File: src/rtl/elevator_pkg.sv
// Shared types for the elevator call scheduler: FSM state encoding and scan
// direction constants.
package elevator_pkg;

    typedef enum logic [2:0] {
        ST_IDLE      = 3'd0,
        ST_MOVE_CMD  = 3'd1,
        ST_MOVE_WAIT = 3'd2,
        ST_DOOR_OPEN = 3'd3,
        ST_FAULT     = 3'd4
    } state_e;

    localparam logic DIR_UP   = 1'b1;
    localparam logic DIR_DOWN = 1'b0;

endpackage

File: src/rtl/elevator_call_reg.sv
// Latched floor-call register. Holds unserved calls and reports whether any
// call lies above, below or at the floor currently presented.
module elevator_call_reg #(
    parameter int NUM_FLOORS = 4,
    parameter int FLOOR_W    = 2
) (
    input  logic                  clk,
    input  logic                  reset_n,
    input  logic [NUM_FLOORS-1:0] set_i,
    input  logic [NUM_FLOORS-1:0] clr_i,
    input  logic [FLOOR_W-1:0]    floor_i,
    output logic [NUM_FLOORS-1:0] pending_o,
    output logic                  above_o,
    output logic                  below_o,
    output logic                  here_o
);

    logic [NUM_FLOORS-1:0] pending_q;
    logic [NUM_FLOORS-1:0] pending_d;

    // Clear beats set so a call being served at this edge is not re-latched.
    always_comb begin
        pending_d = (pending_q | set_i) & ~clr_i;
    end

    // Pending call storage.
    always_ff @(posedge clk) begin
        if (!reset_n) begin
            pending_q <= {NUM_FLOORS{1'b0}};
        end else begin
            pending_q <= pending_d;
        end
    end

    // Position flags relative to floor_i; an out-of-range floor has no "here" call.
    always_comb begin
        above_o = 1'b0;
        below_o = 1'b0;
        here_o  = 1'b0;
        for (int i = 0; i < NUM_FLOORS; i++) begin
            if (i > int'(floor_i)) begin
                above_o = above_o | pending_q[i];
            end else if (i < int'(floor_i)) begin
                below_o = below_o | pending_q[i];
            end else begin
                here_o  = here_o | pending_q[i];
            end
        end
    end

    assign pending_o = pending_q;

endmodule

File: src/rtl/elevator_scheduler.sv
// SCAN call scheduler for elevator_fsm: latches calls, issues one-cycle step
// pulses, holds the door at served floors and flags a sticky move timeout.
module elevator_scheduler
    import elevator_pkg::*;
#(
    parameter int NUM_FLOORS   = 4,
    parameter int FLOOR_W      = 2,
    parameter int DOOR_CYCLES  = 4,
    parameter int MOVE_TIMEOUT = 8
) (
    input  logic                  clk,
    input  logic                  reset_n,
    input  logic [NUM_FLOORS-1:0] req,
    input  logic [FLOOR_W-1:0]    floor,
    output logic                  up,
    output logic                  down,
    output logic                  door_open,
    output logic [NUM_FLOORS-1:0] pending,
    output logic                  dir,
    output logic                  busy,
    output logic                  fault
);

    localparam int DCW = $clog2(DOOR_CYCLES + 1);
    localparam int TCW = $clog2(MOVE_TIMEOUT + 1);

    state_e               state_q, state_d;
    logic                 dir_q, dir_d;
    logic                 up_q, up_d;
    logic                 down_q, down_d;
    logic                 door_q;
    logic                 busy_q;
    logic                 fault_q;
    logic [FLOOR_W-1:0]   target_q, target_d;
    logic [DCW-1:0]       door_cnt_q, door_cnt_d;
    logic [TCW-1:0]       tmo_q, tmo_d;

    logic [NUM_FLOORS-1:0] floor_hot_s;
    logic [NUM_FLOORS-1:0] set_s;
    logic [NUM_FLOORS-1:0] clr_s;
    logic [NUM_FLOORS-1:0] pending_s;
    logic                  above_s, below_s, here_s;
    logic                  req_here_s;
    logic                  at_top_s, at_bot_s;
    logic                  go_up_s, go_down_s, dir_pick_s;

    elevator_call_reg #(
        .NUM_FLOORS (NUM_FLOORS),
        .FLOOR_W    (FLOOR_W)
    ) u_call_reg (
        .clk       (clk),
        .reset_n   (reset_n),
        .set_i     (set_s),
        .clr_i     (clr_s),
        .floor_i   (floor),
        .pending_o (pending_s),
        .above_o   (above_s),
        .below_o   (below_s),
        .here_o    (here_s)
    );

    // One-hot decode of the current floor and the live call at that floor.
    always_comb begin
        floor_hot_s = {NUM_FLOORS{1'b0}};
        for (int i = 0; i < NUM_FLOORS; i++) begin
            if (i == int'(floor)) begin
                floor_hot_s[i] = 1'b1;
            end else begin
                floor_hot_s[i] = 1'b0;
            end
        end
        req_here_s = |(req & floor_hot_s);
        at_top_s   = (floor == FLOOR_W'(NUM_FLOORS - 1));
        at_bot_s   = (floor == {FLOOR_W{1'b0}});
    end

    // SCAN choice: keep the current direction while calls remain that way.
    always_comb begin
        go_up_s    = 1'b0;
        go_down_s  = 1'b0;
        dir_pick_s = dir_q;
        if (dir_q == DIR_UP) begin
            if (above_s && !at_top_s) begin
                go_up_s = 1'b1;
            end else if (below_s && !at_bot_s) begin
                go_down_s  = 1'b1;
                dir_pick_s = DIR_DOWN;
            end else begin
                dir_pick_s = dir_q;
            end
        end else begin
            if (below_s && !at_bot_s) begin
                go_down_s = 1'b1;
            end else if (above_s && !at_top_s) begin
                go_up_s    = 1'b1;
                dir_pick_s = DIR_UP;
            end else begin
                dir_pick_s = dir_q;
            end
        end
    end

    // Next-state, counters and call set/clear control.
    always_comb begin
        state_d    = state_q;
        dir_d      = dir_q;
        up_d       = 1'b0;
        down_d     = 1'b0;
        target_d   = target_q;
        door_cnt_d = door_cnt_q;
        tmo_d      = tmo_q;
        clr_s      = {NUM_FLOORS{1'b0}};
        set_s      = req;
        case (state_q)
            ST_IDLE, ST_MOVE_WAIT: begin
                if ((state_q == ST_MOVE_WAIT) && (floor != target_q)) begin
                    if (tmo_q == TCW'(MOVE_TIMEOUT - 1)) begin
                        state_d = ST_FAULT;
                    end else begin
                        tmo_d = tmo_q + TCW'(1);
                    end
                end else if (here_s) begin
                    state_d    = ST_DOOR_OPEN;
                    door_cnt_d = {DCW{1'b0}};
                    clr_s      = floor_hot_s;
                end else if (go_up_s || go_down_s) begin
                    state_d = ST_MOVE_CMD;
                    up_d    = go_up_s;
                    down_d  = go_down_s;
                    dir_d   = dir_pick_s;
                end else begin
                    state_d = ST_IDLE;
                end
            end
            ST_MOVE_CMD: begin
                if (up_q) begin
                    target_d = floor + FLOOR_W'(1);
                end else begin
                    target_d = floor - FLOOR_W'(1);
                end
                tmo_d   = {TCW{1'b0}};
                state_d = ST_MOVE_WAIT;
            end
            ST_DOOR_OPEN: begin
                // A repeat call here keeps the door open instead of queueing.
                set_s = req & ~floor_hot_s;
                if (req_here_s) begin
                    door_cnt_d = {DCW{1'b0}};
                end else if (door_cnt_q == DCW'(DOOR_CYCLES - 1)) begin
                    state_d = ST_IDLE;
                end else begin
                    door_cnt_d = door_cnt_q + DCW'(1);
                end
            end
            ST_FAULT: begin
                state_d = ST_FAULT;
            end
            default: begin
                state_d = ST_IDLE;
            end
        endcase
    end

    // State, counters and registered Moore outputs.
    always_ff @(posedge clk) begin
        if (!reset_n) begin
            state_q    <= ST_IDLE;
            dir_q      <= DIR_UP;
            up_q       <= 1'b0;
            down_q     <= 1'b0;
            door_q     <= 1'b0;
            busy_q     <= 1'b0;
            fault_q    <= 1'b0;
            target_q   <= {FLOOR_W{1'b0}};
            door_cnt_q <= {DCW{1'b0}};
            tmo_q      <= {TCW{1'b0}};
        end else begin
            state_q    <= state_d;
            dir_q      <= dir_d;
            up_q       <= up_d;
            down_q     <= down_d;
            door_q     <= (state_d == ST_DOOR_OPEN);
            busy_q     <= (state_d != ST_IDLE);
            fault_q    <= (state_d == ST_FAULT);
            target_q   <= target_d;
            door_cnt_q <= door_cnt_d;
            tmo_q      <= tmo_d;
        end
    end

    assign up        = up_q;
    assign down      = down_q;
    assign door_open = door_q;
    assign pending   = pending_s;
    assign dir       = dir_q;
    assign busy      = busy_q;
    assign fault     = fault_q;

endmodule

File: config.mk
export PLATFORM = sky130hd
export DESIGN_NAME = elevator_scheduler
export DESIGN_NICKNAME = d
export VERILOG_FILES = /design/src/rtl/elevator_pkg.sv /design/src/rtl/elevator_call_reg.sv /design/src/rtl/elevator_scheduler.sv
export SDC_FILE = /design/constraint.sdc
export NUM_CORES = 1
export LEC_CHECK = 0
export ABC_AREA = 1
export BUFFER_PORTS_ARGS = -buffer_cell sky130_fd_sc_hd__buf_2
export CAP_MARGIN = 20
export CORE_AREA = 10 10 62 59
export DETAILED_ROUTE_END_ITERATION = 8
export DIE_AREA = 0 0 72 69
export PLACE_DENSITY = 0.82
export SETUP_SLACK_MARGIN = 0.02
export SLEW_MARGIN = 20
export SYNTH_ARGS = -nofsm -noshare
export SYNTH_HDL_FRONTEND = slang
export SYNTH_SLANG_ARGS = --single-unit
File: constraint.sdc
create_clock -name clk -period 2.9 [get_ports clk]
set_input_delay 0.435 -clock clk [delete_from_list [all_inputs] [get_ports clk]]
set_output_delay 0.435 -clock clk [all_outputs]
set_load 0.02 [all_outputs]
==> results of run 1 <==
[worst max-delay path, delay by kind of cell]
kind	cells	cell delay (ps)
AND/OR/NAND/NOR	6	570
buffers and inverters	3	340
adder cells (fa/ha/maj)	1	230
AO/OA/AOI/OAI	1	160
[routing by layer]
metal | GRT usage [%] | share of wire (%) | wire length (um) | vias to the layer above
met4 | 4.69 | 1.9 | 54 | 0
met1 | 13.9 | 47 | 1290 | 497
met5 | 0 | 0 | 0 | -
met2 | 18.0 | 43 | 1200 | 29
met3 | 5.28 | 8.2 | 227 | 7
li1 | - | - | - | 616
[power by group]
part,internal [uW],leakage [uW],switching (uW)
Clock,140,0.0000279,97.1
Sequential,352,0.000181,36.4
Combinational,118,0.000542,214
[state kept, by name (all words and copies together) (netlist names)]
register,count
busy,1
dir,1
door_cnt_q,3
door_open,1
down,1
fault,1
state_q,3
target_q,2
tmo_q,4
u_call_reg.pending_o,4
up,1
[cell usage after synthesis, drive strengths merged]
cell type	instances	area (um2)
nand3	21	105
buf	1	7.51
dfxtp	22	440
o21ai	13	76.3
nand3b	2	15.0
o31ai	1	7.51
inv	29	111
nor3	1	5.00
nand2	47	211
a21oi	14	73.8
xor2	2	17.5
xnor2	2	17.5
nor2	18	72.6
nand4	1	6.26
ha	8	100
[layout by cell type (no fill, tap or decap), drive strengths merged, types with 3 or more instances in the layout]
cell type   n
nand3      21
buf        17
dfxtp      22
ha          8
o21ai      13
nand2      47
a21oi      14
inv        29
clkbuf      3
nor2       18
[worst max path at each step]
stage / cells after the start / slack, ps / to / startpoint
after floorplan: 9 / 1430 / busy / floor[0]
after global placement: 11 / 1100 / busy / floor[1]
after detailed placement: 11 / 1070 / busy / floor[1]
after CTS: 11 / 1420 / door_cnt_q[0] / floor[1]
after global routing: 11 / 1220 / door_cnt_q[0] / floor[1]
final: 11 / 1380 / door_cnt_q[0] / floor[1]
[area by class of cell]
class,instances,area (um2),area share (%)
multi-input combinational,130,708,49.4
sequential,22,440,30.7
inverter,29,111,7.77
timing repair buffer,17,85.1,5.94
tap,28,35.0,2.45
clock inverter,1,30.0,2.10
clock buffer,3,22.5,1.57
[kinds of logic (layout without fill, tap and decap cells)]
kind of cell,after synthesis,after routing,synth area share (%)
XOR/XNOR,4,4,2.76
adder cells (fa/ha/maj),8,8,7.90
AND/OR/NAND/NOR,90,90,32.8
buffers and inverters,30,50,9.38
AO/OA/AOI/OAI,28,28,12.4
flip-flops,22,22,34.7
[per-stage QoR]
stage               utilization, %  hold slack, ps  power (uW)
floorplan                        -             443         649
finish                        60.1             393         958
global placement              57.9             459         720
CTS                           60.1             380         968
global route                  60.1             390        1030
detailed placement            57.9             464         727
==> impl_summary.txt, run 1 <==
----------------------------------------------------
[Global routing]
  Antenna violations before repair ... 0
  First-pass GRT wire length ... 4.97 mm
  Pin count of the biggest net entering global routing ... 16
  Global-route total usage across every layer ... 11.8%
  Global-route congestion overflow total ... 0
  Vias in the first global route ... 1144

[Drt]
  Average routed wire per standard cell ... 12.1 um
  Residual DRC count ... 0
  Number of antenna-violating nets in the routed design ... 0
  Via total after detailed routing ... 1149
  Iteration count of the initial detailed-routing pass ... 5
  Sum of routed wire length over all layers ... 2.78 mm
  Ratio of routed vias to standard cells ... 5.00
  DR iter-0 viols ... 76

[Final layout]
  Layout net count ... 219
  Share of final-layout standard cells stronger than drive strength 1 ... 18.3%
  Final instance area ... 0.00143 mm2
  Filler Cell Count ... 245
  Area growth from synthesis to final layout ... 13.0%
  Antenna diode instance count ... 0
  Final standard cell count with taps included and fillers excluded ... 230

[Power]
  Total power density per cell area ... 669 mW/mm2
  Largest vdd supply drop ... 0.000495 V
  LEAKAGE ... 0.000751 uW

[Clocking]
  # Post-CTS Setup Buffers ... 0
  H-Tree Level Count ... 1
  Worst-Skew Late Latency ... 320 ps
  TritonCTS clock tree ... yes
  Hold buffers post-CTS ... 0
  Number of buffers created by CTS ... 3
  Clock transition at the registers of the reported paths ... 120 ps
  CTS Root Buffer Type ... clkbuf_4
  Sinks on the clock net ... 22
  Maximum buffer depth of the clock tree ... 2
  Post-cts sizing count ... 0

[Timing]
  Upper clock frequency limit ... 658 MHz
  Rel. slew slack ... 77.5%
  Worst Clk Skew ... 5.31 ps
  Slack of the critical path ... 1380 ps
  Slew of the pin with the lowest slew margin ... 336 ps
  Minimum clock period after layout ... 1520 ps
  Post-route fraction of the period consumed by the critical path ... 52.4%
  Total negative slack for setup checks ... 0 ps
  Final number of setup-violating endpoints ... 0
  Unrepaired setup endpoints after global routing ... no
  Pins Over Slew Limit ... 0
  Final hold violation count ... 0

[Synth]
  Number of warnings printed during yosys synthesis ... 0
  Netlist cell types ... 23
  Post-synthesis average cell area ... 6.96 um2
  Syn Nets ... 198
  Total of flip-flops plus latches after synthesis ... 22
  Netlist area before placement ... 0.00127 mm2
  Share of synthesized area occupied by flip-flops and latches ... 34.7%
  Post-Syn Instances ... 182

[Placement]
  Number of buffers added on ports ... 17
  Placement Cell Area ... 0.00138 mm2
  Number of placed instances, taps included ... 226
  Gp weighted congestion ... 0.893
  Sum of net half-perimeters after detailed placement ... 2.09 mm
  Pre-CTS worst setup slack ... 1070 ps

[Die]
  Die Height ... 69 um
  Total I/O pin count ... 18
  Core footprint ... 0.00238 mm2
  Row Count ... 17
  Die area ... 0.00497 mm2
  Horizontal extent of the die ... 72 um
  Effective utilization at floorplan ... 53.2%

[Worst setup path]
  Critical path peak fanout ... 7
  Setup crit start kind ... input pin
  Worst path max stage delay ... 230 ps
  Reg-to-Reg End ... busy
  Cell breakdown of the critical path ... buf_2, inv_1, ha_1, inv_1, nand2_1, nand2_1, nand2_1, nor2_1, nand2_2, a21oi_1, nor2_1
  Type of the setup path with the least slack ... in -> reg
  Element type at the critical path end ... register
  Cell mode on critical path ... nand2_1
  R2R setup slack ... 1530 ps
  Cell count of the worst reg-to-reg path ... 8
  Slowest-stage cell, CP ... ha_1
  Critical path required time ... 3120 ps
  Critical R2R Launch ... tmo_q[0]
  Worst endpoint data arrival time ... 1740 ps

[Hold path]
  Start point of the worst min-delay path ... req[0]
  Worst hold-check path type ... in -> reg
  Hold endpoint ... u_call_reg.pending_o[0]
  Hold-critical path depth ... 3

[Flow run]
  Maximum Capacitance Violations ... 0

[Status]
  Outcome ... completed

----------------------------------------------------
Note: power is estimated with default switching activity, not from simulation.
==> run 2: changes to the inputs <==
ABC_AREA = 0   (was 1)
CORE_AREA = 10 10 64 61   (was 10 10 62 59)
DIE_AREA = 0 0 74 71   (was 0 0 72 69)
PLACE_DENSITY = 0.78   (was 0.82)
clock period = 1.25 ns   (was 2.9 ns; I/O delays follow)
==> run 2 against run 1 <==
  * Worst hold slack worse by 230 ps
  * Non-clock buffer count is 39 higher
  * Clock-buffer cell count is 1 higher
  * Synthesized cell count is 25% lower
  * Setup slack worse by 1600 ps
  * Power is 140% higher
  * Clock skew is 0.92 ps higher
  * Flip-flop and latch count stayed put
  * Highest routed layer unchanged
  * Cell area is 32% higher
  * First-iteration DRC count is 53% lower
  * The flow now finishes with violations (negative setup slack)
==> impl_summary.txt, run 2 <==
----------------------------------------------------
[Synth]
  Number of warnings printed during yosys synthesis ... 0 (unchanged)
  Syn Nets ... 153 (-23%)
  EDFF count, synth ... 0 (unchanged)
  Dominant cells by area after synthesis ... dfxtp_1 (36%), ha_1 (8.1%), mux2i_1 (4.9%)
  Post-Syn Instances ... 137 (-25%)
  Share of synthesized area occupied by flip-flops and latches ... 35.8% (+1.1 points)
  Top_reg_cell synth ... dfxtp_1
  Post-synthesis average cell area ... 8.98 um2 (+29%)
  Cell taking the most area after synthesis ... dfxtp_1
  Netlist cell types ... 42 (+83%)
  Most common cell in the netlist ... dfxtp_1
  Total of flip-flops plus latches after synthesis ... 22 (unchanged)
  Synth top area share ... 35.8% (+1.1 points)
  Netlist area before placement ... 0.00123 mm2 (-3.0%)
  Share of synthesized flip-flops with an asynchronous set or reset ... 0% (unchanged)
  Commonest cells post-synth ... dfxtp_1 (22), o21ai_0 (12), nor2_1 (10)

[Drt]
  DR iter-0 viols ... 36 (-53%)
  Top routing layer in use ... met4
  Ratio of routed vias to standard cells ... 5.44 (+8.8%)
  Iteration count of the initial detailed-routing pass ... 6 (+1)
  Average routed wire per standard cell ... 15.2 um (+26%)
  Met3 layer wire length in the routed design ... 152 um (-33%)
  Number of antenna-violating nets in the routed design ... 0 (unchanged)
  Sum of routed wire length over all layers ... 3.42 mm (+23%)
  Met1 WL ... 1.46 mm (+13%)
  Residual DRC count ... 0 (unchanged)
  Via total after detailed routing ... 1223 (+6.4%)
  Met2 wire length ... 1.78 mm (+48%)

[Die]
  Die area ... 0.00525 mm2 (+5.8%)
  Horizontal extent of the die ... 74 um (+2.8%)
  Effective utilization at floorplan ... 46.7% (-6.5 points)
  Row Count ... 18 (+1)
  Total I/O pin count ... 18 (unchanged)
  Die Height ... 71 um (+2.9%)
  Core footprint ... 0.00264 mm2 (+11%)

[Timing]
  Slew of the pin with the lowest slew margin ... 451 ps (+114 ps)
  Unrepaired setup endpoints after global routing ... yes
  Worst Clk Skew ... 6.24 ps (+0.924 ps)
  Pins Over Slew Limit ... 0 (unchanged)
  Final number of setup-violating endpoints ... 19 (+19)
  Upper clock frequency limit ... 676 MHz
  Total negative slack for setup checks ... -3040 ps (-3040 ps)
  Post-route fraction of the period consumed by the critical path ... 118%
  Rel. slew slack ... 69.9% (-7.6 points)
  Minimum clock period after layout ... 1480 ps
  Final hold violation count ... 0 (unchanged)
  Slack of the critical path ... -229 ps (-1610 ps)

[Global routing]
  Global-route congestion overflow total ... 0 (unchanged)
  First-pass GRT wire length ... 5.80 mm (+17%)
  Antenna violations before repair ... 0 (unchanged)
  Pin count of the biggest net entering global routing ... 15 (-1)
  Global-route total usage across every layer ... 13.4% (+1.7 points)
  Vias in the first global route ... 1331 (+16%)

[Final layout]
  Antenna diode instance count ... 0 (unchanged)
  Most frequent cells in the layout ... buf_4 (38), buf_2 (16), dfxtp_1 (11)
  Most common cell after layout, fill and taps aside ... buf_4
  Layout net count ... 212 (-3.2%)
  Utilization of the core after routing ... 71.7% (+12 points)
  Final instance area ... 0.00189 mm2 (+32%)
  Final standard cell count with taps included and fillers excluded ... 225 (-2.2%)
  Filler Cell Count ... 193 (-21%)
  Share of final-layout standard cells stronger than drive strength 1 ... 57.9% (+40 points)
  Area growth from synthesis to final layout ... 53.7%

[Power]
  Power after layout ... 2310 uW (+140%)
  Largest vdd supply drop ... 0.00131 V (+170%)
  LEAKAGE ... 0.000805 uW (+7.1%)
  Net switching power figure ... 820 uW (+140%)
  Fraction of power consumed by sequential logic ... 38.1% (-2.4 points)
  Proportion of power drawn by the clock network ... 17.8% (-6.9 points)
  Total power density per cell area ... 1220 mW/mm2 (+82%)
  Relative contribution of combinational cells to total power ... 44.1% (+9.4 points)
  Internal power of the cells ... 1490 uW (+140%)
  Switching fraction of total power ... 35.6% (-0.74 points)

[Hold path]
  Worst hold-check path type ... in -> reg
  Hold endpoint ... u_call_reg.pending_o[2]
  Start point of the worst min-delay path ... req[2]
  Hold-critical path depth ... 3 (unchanged)

[Worst setup path]
  Slowest-stage cell, CP ... o21ai_2
  Buffer and inverter count on the worst path ... 1 (-2)
  Critical path peak fanout ... 6 (-1)
  Element type at the critical path end ... register
  Setup crit start kind ... register
  R2R setup slack ... -230 ps (-1760 ps)
  Critical path required time ... 1470 ps (-1650 ps)
  Reg-to-Reg End ... u_call_reg.pending_o[2]
  Worst endpoint data arrival time ... 1700 ps (-40 ps)
  Top delay family on crit path ... compound AO/OA/AOI/OAI gates
  Critical R2R Launch ... target_q[0]
  Type of the setup path with the least slack ... reg -> reg
  Worst path max stage delay ... 370 ps (+140 ps)
  Cell breakdown of the critical path ... xor2_2, o21ai_2, o211ai_2, buf_4, o21ai_1, a21oi_1
  Cell count of the worst reg-to-reg path ... 6 (-2)

[Placement]
  Number of buffers added on ports ... 17 (unchanged)
  Placement Cell Area ... 0.00170 mm2 (+23%)
  Number of placed instances, taps included ... 212 (-6.2%)
  Sum of net half-perimeters after detailed placement ... 2.62 mm (+25%)
  Gp weighted congestion ... 0.882 (-1.2%)

[Clocking]
  TritonCTS clock tree ... yes
  Sinks on the clock net ... 22 (unchanged)
  Clock transition at the registers of the reported paths ... 130 ps (about the same)
  Worst-Skew Late Latency ... 320 ps (about the same)
  Maximum buffer depth of the clock tree ... 2 (unchanged)
  CTS Root Buffer Type ... clkbuf_4
  Hold buffers post-CTS ... 0 (unchanged)
  H-Tree Level Count ... 1 (unchanged)
  Number of buffers created by CTS ... 3 (unchanged)

[Flow run]
  Maximum Capacitance Violations ... 0 (unchanged)

[Status]
  Outcome ... finished with violations
  Failing checks ... negative setup slack

----------------------------------------------------
run 2: changes by cell type in the layout (fill, tap and decap cells not counted), sizes merged, moves of 3 or more:
cell / delta
and2: +3
nand3: -17
nor2b: +3
a21oi: -3
inv: -21
mux2i: +6
nand2: -39
buf: +39
nor2: -7
a211oi: +3
nand2b: +3
run 2: cell type report:
class	count	area (um2)	area share, %
Multi-Input combinational cell	105	920	48.6
Sequential cell	22	462	24.4
Timing Repair Buffer	56	388	20.5
Inverter	8	47.5	2.51
Tap cell	30	37.5	1.99
Clock buffer	4	36.3	1.92
run 2: cell families after synthesis:
family                     after synthesis  share of synthesized area (%)
AOI/OAI and AO/OA                       43                           24.4
and+or+nand+nor                         43                           20.1
buffers and inverters                   10                           3.05
xor gates and xnor gates                 5                           3.56
adders and majority gates                8                           8.14
muxes                                    6                           4.88
DFF                                     22                           35.8
run 2: power groups by stage:
stage / clock (uW) / combinational, uW / sequential, uW
2_1_floorplan: 0 / 471 / 938
3_3_place_gp: 0 / 833 / 880
3_5_place_dp: 0 / 868 / 885
4_1_cts: 421 / 979 / 885
5_1_grt: 448 / 1110 / 890
6_report: 411 / 1020 / 878
run 2: routing by layer:
| layer | vias to the layer above | GRT usage, % |
|---|---|---|
| li1 | 612 | - |
| met4 | 0 | 2.69 |
| met3 | 4 | 4.74 |
| met1 | 580 | 14.3 |
| met5 | - | 0 |
| met2 | 27 | 24.5 |
run 2: what timing repair did:
| action | CTS | global route |
|---|---|---|
| setup buffers | 5 | 4 |
| endpoints found under the setup margin | 19 | 22 |
| pin swaps | 6 | 6 |
| gates resized for setup | 20 | 4 |
| hold endpoints to repair | 0 | 0 |
run 2: worst max-delay path by stage:
stage	from	to	slack, ps	cells past startpoint
6_report	target_q[0]	u_call_reg.pending_o[2]	-230	6
5_1_grt	u_call_reg.pending_o[2]	dir	-310	5
2_1_floorplan	floor[0]	busy	-200	7
3_3_place_gp	floor[0]	busy	-530	8
3_5_place_dp	floor[0]	busy	-610	8
4_1_cts	u_call_reg.pending_o[2]	dir	-240	5
run 2: per-stage QoR:
step	worst slack, ps	hold WS (ps)
2_1_floorplan	-197	373
3_3_place_gp	-528	444
3_5_place_dp	-611	455
4_1_cts	-237	160
5_1_grt	-306	209
6_report	-229	162
run 2: worst min-delay path, cell delays in order:
cell and delay, ps:
buf_2 90, o21ai_0 70, a21oi_1 100
==> run 3: changes to the inputs <==
BUFFER_PORTS_ARGS = not set   (was -buffer_cell sky130_fd_sc_hd__buf_2)
CORE_AREA = 2 2 53 50   (was 10 10 64 61)
DIE_AREA = 0 0 55 52   (was 0 0 74 71)
DONT_BUFFER_PORTS = 1   (was not set)
PLACE_DENSITY = 0.79   (was 0.78)
==> run 3 against run 2 <==
  * Power rose by 6.6%
  * Sequential power rose by 4.7%
  * The flow still finishes with violations (negative setup slack)
  * Global-route usage rose by 13 points
  * Clock-buffer cell count fell by 1
  * Combinational power barely moved
  * Worst hold slack got worse by 150 ps
  * Largest power group unchanged
  * Setup slack got worse by 53 ps
  * Via count fell by 1.1%
  * Register-to-register slack got worse by 50 ps
  * Largest cell class unchanged
  * Flip-flop and latch count did not move
==> impl_summary.txt, run 3 (synthesis results as in run 2) <==
----------------------------------------------------
[Timing]
  Slack of the critical path ... -282 ps (-52.9 ps)
  Worst Clk Skew ... 1.05 ps (-5.19 ps)
  Post-route fraction of the period consumed by the critical path ... 123% (+4.2 points)
  Upper clock frequency limit ... 653 MHz (-3.5%)
  Final hold violation count ... 0 (unchanged)
  Slew of the pin with the lowest slew margin ... 335 ps (-115 ps)
  Final number of setup-violating endpoints ... 20 (+1)
  Rel. slew slack ... 77.6% (+7.7 points)
  Minimum clock period after layout ... 1530 ps (+52.9 ps)
  Unrepaired setup endpoints after global routing ... yes
  Pins Over Slew Limit ... 0 (unchanged)

[Final layout]
  Most common cell after layout, fill and taps aside ... buf_4
  Utilization of the core after routing ... 78.8% (+7.0 points)
  Share of final-layout standard cells stronger than drive strength 1 ... 50.3% (-7.7 points)
  Register Area ... 463 um2 (+0.27%)
  Layout net count ... 190 (-10%)
  Filler Cell Count ... 153 (-21%)
  Most frequent cells in the layout ... buf_4 (29), dfxtp_1 (12), nor2_1 (9)
  Footprint of the multi-input gates ... 975 um2 (+6.0%)
  Antenna diode instance count ... 0 (unchanged)
  Area growth from synthesis to final layout ... 49.8%

[Status]
  Outcome ... finished with violations
  Failing checks ... negative setup slack

[Clocking]
  H-Tree Level Count ... 1 (unchanged)
  Number of buffers created by CTS ... 3 (unchanged)
  Maximum buffer depth of the clock tree ... 2 (unchanged)
  TritonCTS clock tree ... yes
  Clock transition at the registers of the reported paths ... 120 ps (about the same)
  CTS Root Buffer Type ... clkbuf_4
  Sinks on the clock net ... 22 (unchanged)
  Worst-Skew Late Latency ... 320 ps (about the same)

[Die]
  Row Count ... 17 (-1)
  Effective utilization at floorplan ... 52.6% (+5.9 points)
  Die area ... 0.00286 mm2 (-46%)
  Core footprint ... 0.00234 mm2 (-11%)
  Die Height ... 52 um (-27%)
  Total I/O pin count ... 18 (unchanged)
  Horizontal extent of the die ... 55 um (-26%)

[Global routing]
  Global-route congestion overflow total ... 0 (unchanged)
  Pin count of the biggest net entering global routing ... 18 (+3)
  First-pass GRT wire length ... 5.31 mm (-8.5%)
  Vias in the first global route ... 1162 (-13%)
  Global-route total usage across every layer ... 26.3% (+13 points)
  Antenna violations before repair ... 0 (unchanged)

[Worst setup path]
  Type of the setup path with the least slack ... reg -> reg
  Critical R2R Launch ... target_q[1]
  Worst endpoint data arrival time ... 1770 ps (+70 ps)
  Critical path required time ... 1490 ps (+20 ps)
  Element type at the critical path end ... register
  Critical path peak fanout ... 3 (-3)
  Setup crit start kind ... register
  Reg-to-Reg End ... dir
  R2R setup slack ... -280 ps (-50 ps)
  Cell count of the worst reg-to-reg path ... 6 (unchanged)

[Power]
  Proportion of power drawn by the clock network ... 22.5% (+4.7 points)
  Switching fraction of total power ... 34.3% (-1.3 points)
  Relative contribution of combinational cells to total power ... 40.1% (-4.0 points)
  Power after layout ... 2460 uW (+6.6%)
  LEAKAGE ... 0.000719 uW (-11%)
  Net switching power figure ... 842 uW (+2.7%)
  Largest vdd supply drop ... 0.00122 V (-7.5%)
  Internal power of the cells ... 1620 uW (+8.7%)
  Total power density per cell area ... 1330 mW/mm2 (+9.3%)
  Fraction of power consumed by sequential logic ... 37.4% (-0.7 points)

[Placement]
  Sum of net half-perimeters after detailed placement ... 2.28 mm (-13%)
  Gp weighted congestion ... 0.864 (-2.1%)
  Number of buffers added on ports ... 0 (-17)

[Drt]
  Ratio of routed vias to standard cells ... 6.02 (+11%)
  Via total after detailed routing ... 1210 (-1.1%)
  Residual DRC count ... 0 (unchanged)
  Iteration count of the initial detailed-routing pass ... 4 (-2)
  DR iter-0 viols ... 28 (-22%)
  Average routed wire per standard cell ... 17.7 um (+17%)
  Sum of routed wire length over all layers ... 3.56 mm (+4.2%)
  Number of antenna-violating nets in the routed design ... 0 (unchanged)

[Flow run]
  Maximum Capacitance Violations ... 0 (unchanged)

[Hold path]
  Hold-critical path depth ... 1 (-2)
  Hold endpoint ... tmo_q[0]
  Start point of the worst min-delay path ... reset_n
  Worst hold-check path type ... in -> reg

----------------------------------------------------
[run 3: cell types whose count changed in the layout (fill, tap and decap cells not counted), moves of 2 or more]
cell / previous run / this run
dfxtp_2: 8 / 6
dlygate4sd3_1: 0 / 3
o21ai_2: 3 / 1
nor2_1: 6 / 9
nor2_2: 4 / 1
buf_4: 38 / 29
buf_2: 16 / 0
[run 3: repair_timing]
action,in CTS,in global routing
pin swaps,15,4
setup endpoints to repair,19,21
hold buffers,1,2
hold endpoints to repair,4,8
resized for setup,19,10
setup buffers,4,2
[run 3: worst max path at each step]
stage                     start  cells past startpoint  endpoint
detailed placement     floor[0]                      7      busy
floorplan              floor[0]                      7      busy
finish              target_q[1]                      6       dir
global placement       floor[1]                      7      busy
global route        target_q[1]                      6       dir
CTS                 target_q[1]                      5      busy
[run 3: per-layer routing]
metal  up-vias  part of all wire [%]  GRT usage (%)
li1        565                     -              -
met1       577                    39           31.2
met2        52                    51           44.8
met3        16                   6.8           5.75
met4         0                   3.3           11.0
met5         -                     0              0
[run 3: final cells by class]
cell class / count / share of cell area (%)
multi-input combinational: 105 / 52.9
tap: 28 / 1.90
inverter: 8 / 2.58
clock buffer: 3 / 1.22
timing repair buffer: 34 / 14.7
sequential: 22 / 25.1
clock inverter: 1 / 1.63
[run 3: through the flow]
stage	cells	setup WS [ps]	hold slack [ps]	instance area, um2	setup TNS [ps]
finish	201	-282	8.66	1840	-2870
global route	201	-318	2.74	1840	-3840
CTS	197	-273	2.49	1770	-2380
detailed placement	188	-314	304	1570	-3280
global placement	188	-283	306	1570	-2980
floorplan	137	-197	373	1360	-922
[run 3: worst max-delay path, cell delays in order, from the launching register on]
cell and delay [ps]:
dfxtp_4 380, xor2_2 190, o21a_1 200, buf_4 170
nor3_4 260, nor2_1 80, a311oi_1 190
[run 3: power by group through the flow]
stage / clock (uW) / sequential (uW) / combinational, uW
after floorplan: 0 / 938 / 471
after global placement: 0 / 911 / 729
after detailed placement: 0 / 915 / 758
after CTS: 548 / 912 / 899
after global routing: 594 / 932 / 1040
final: 553 / 919 / 986
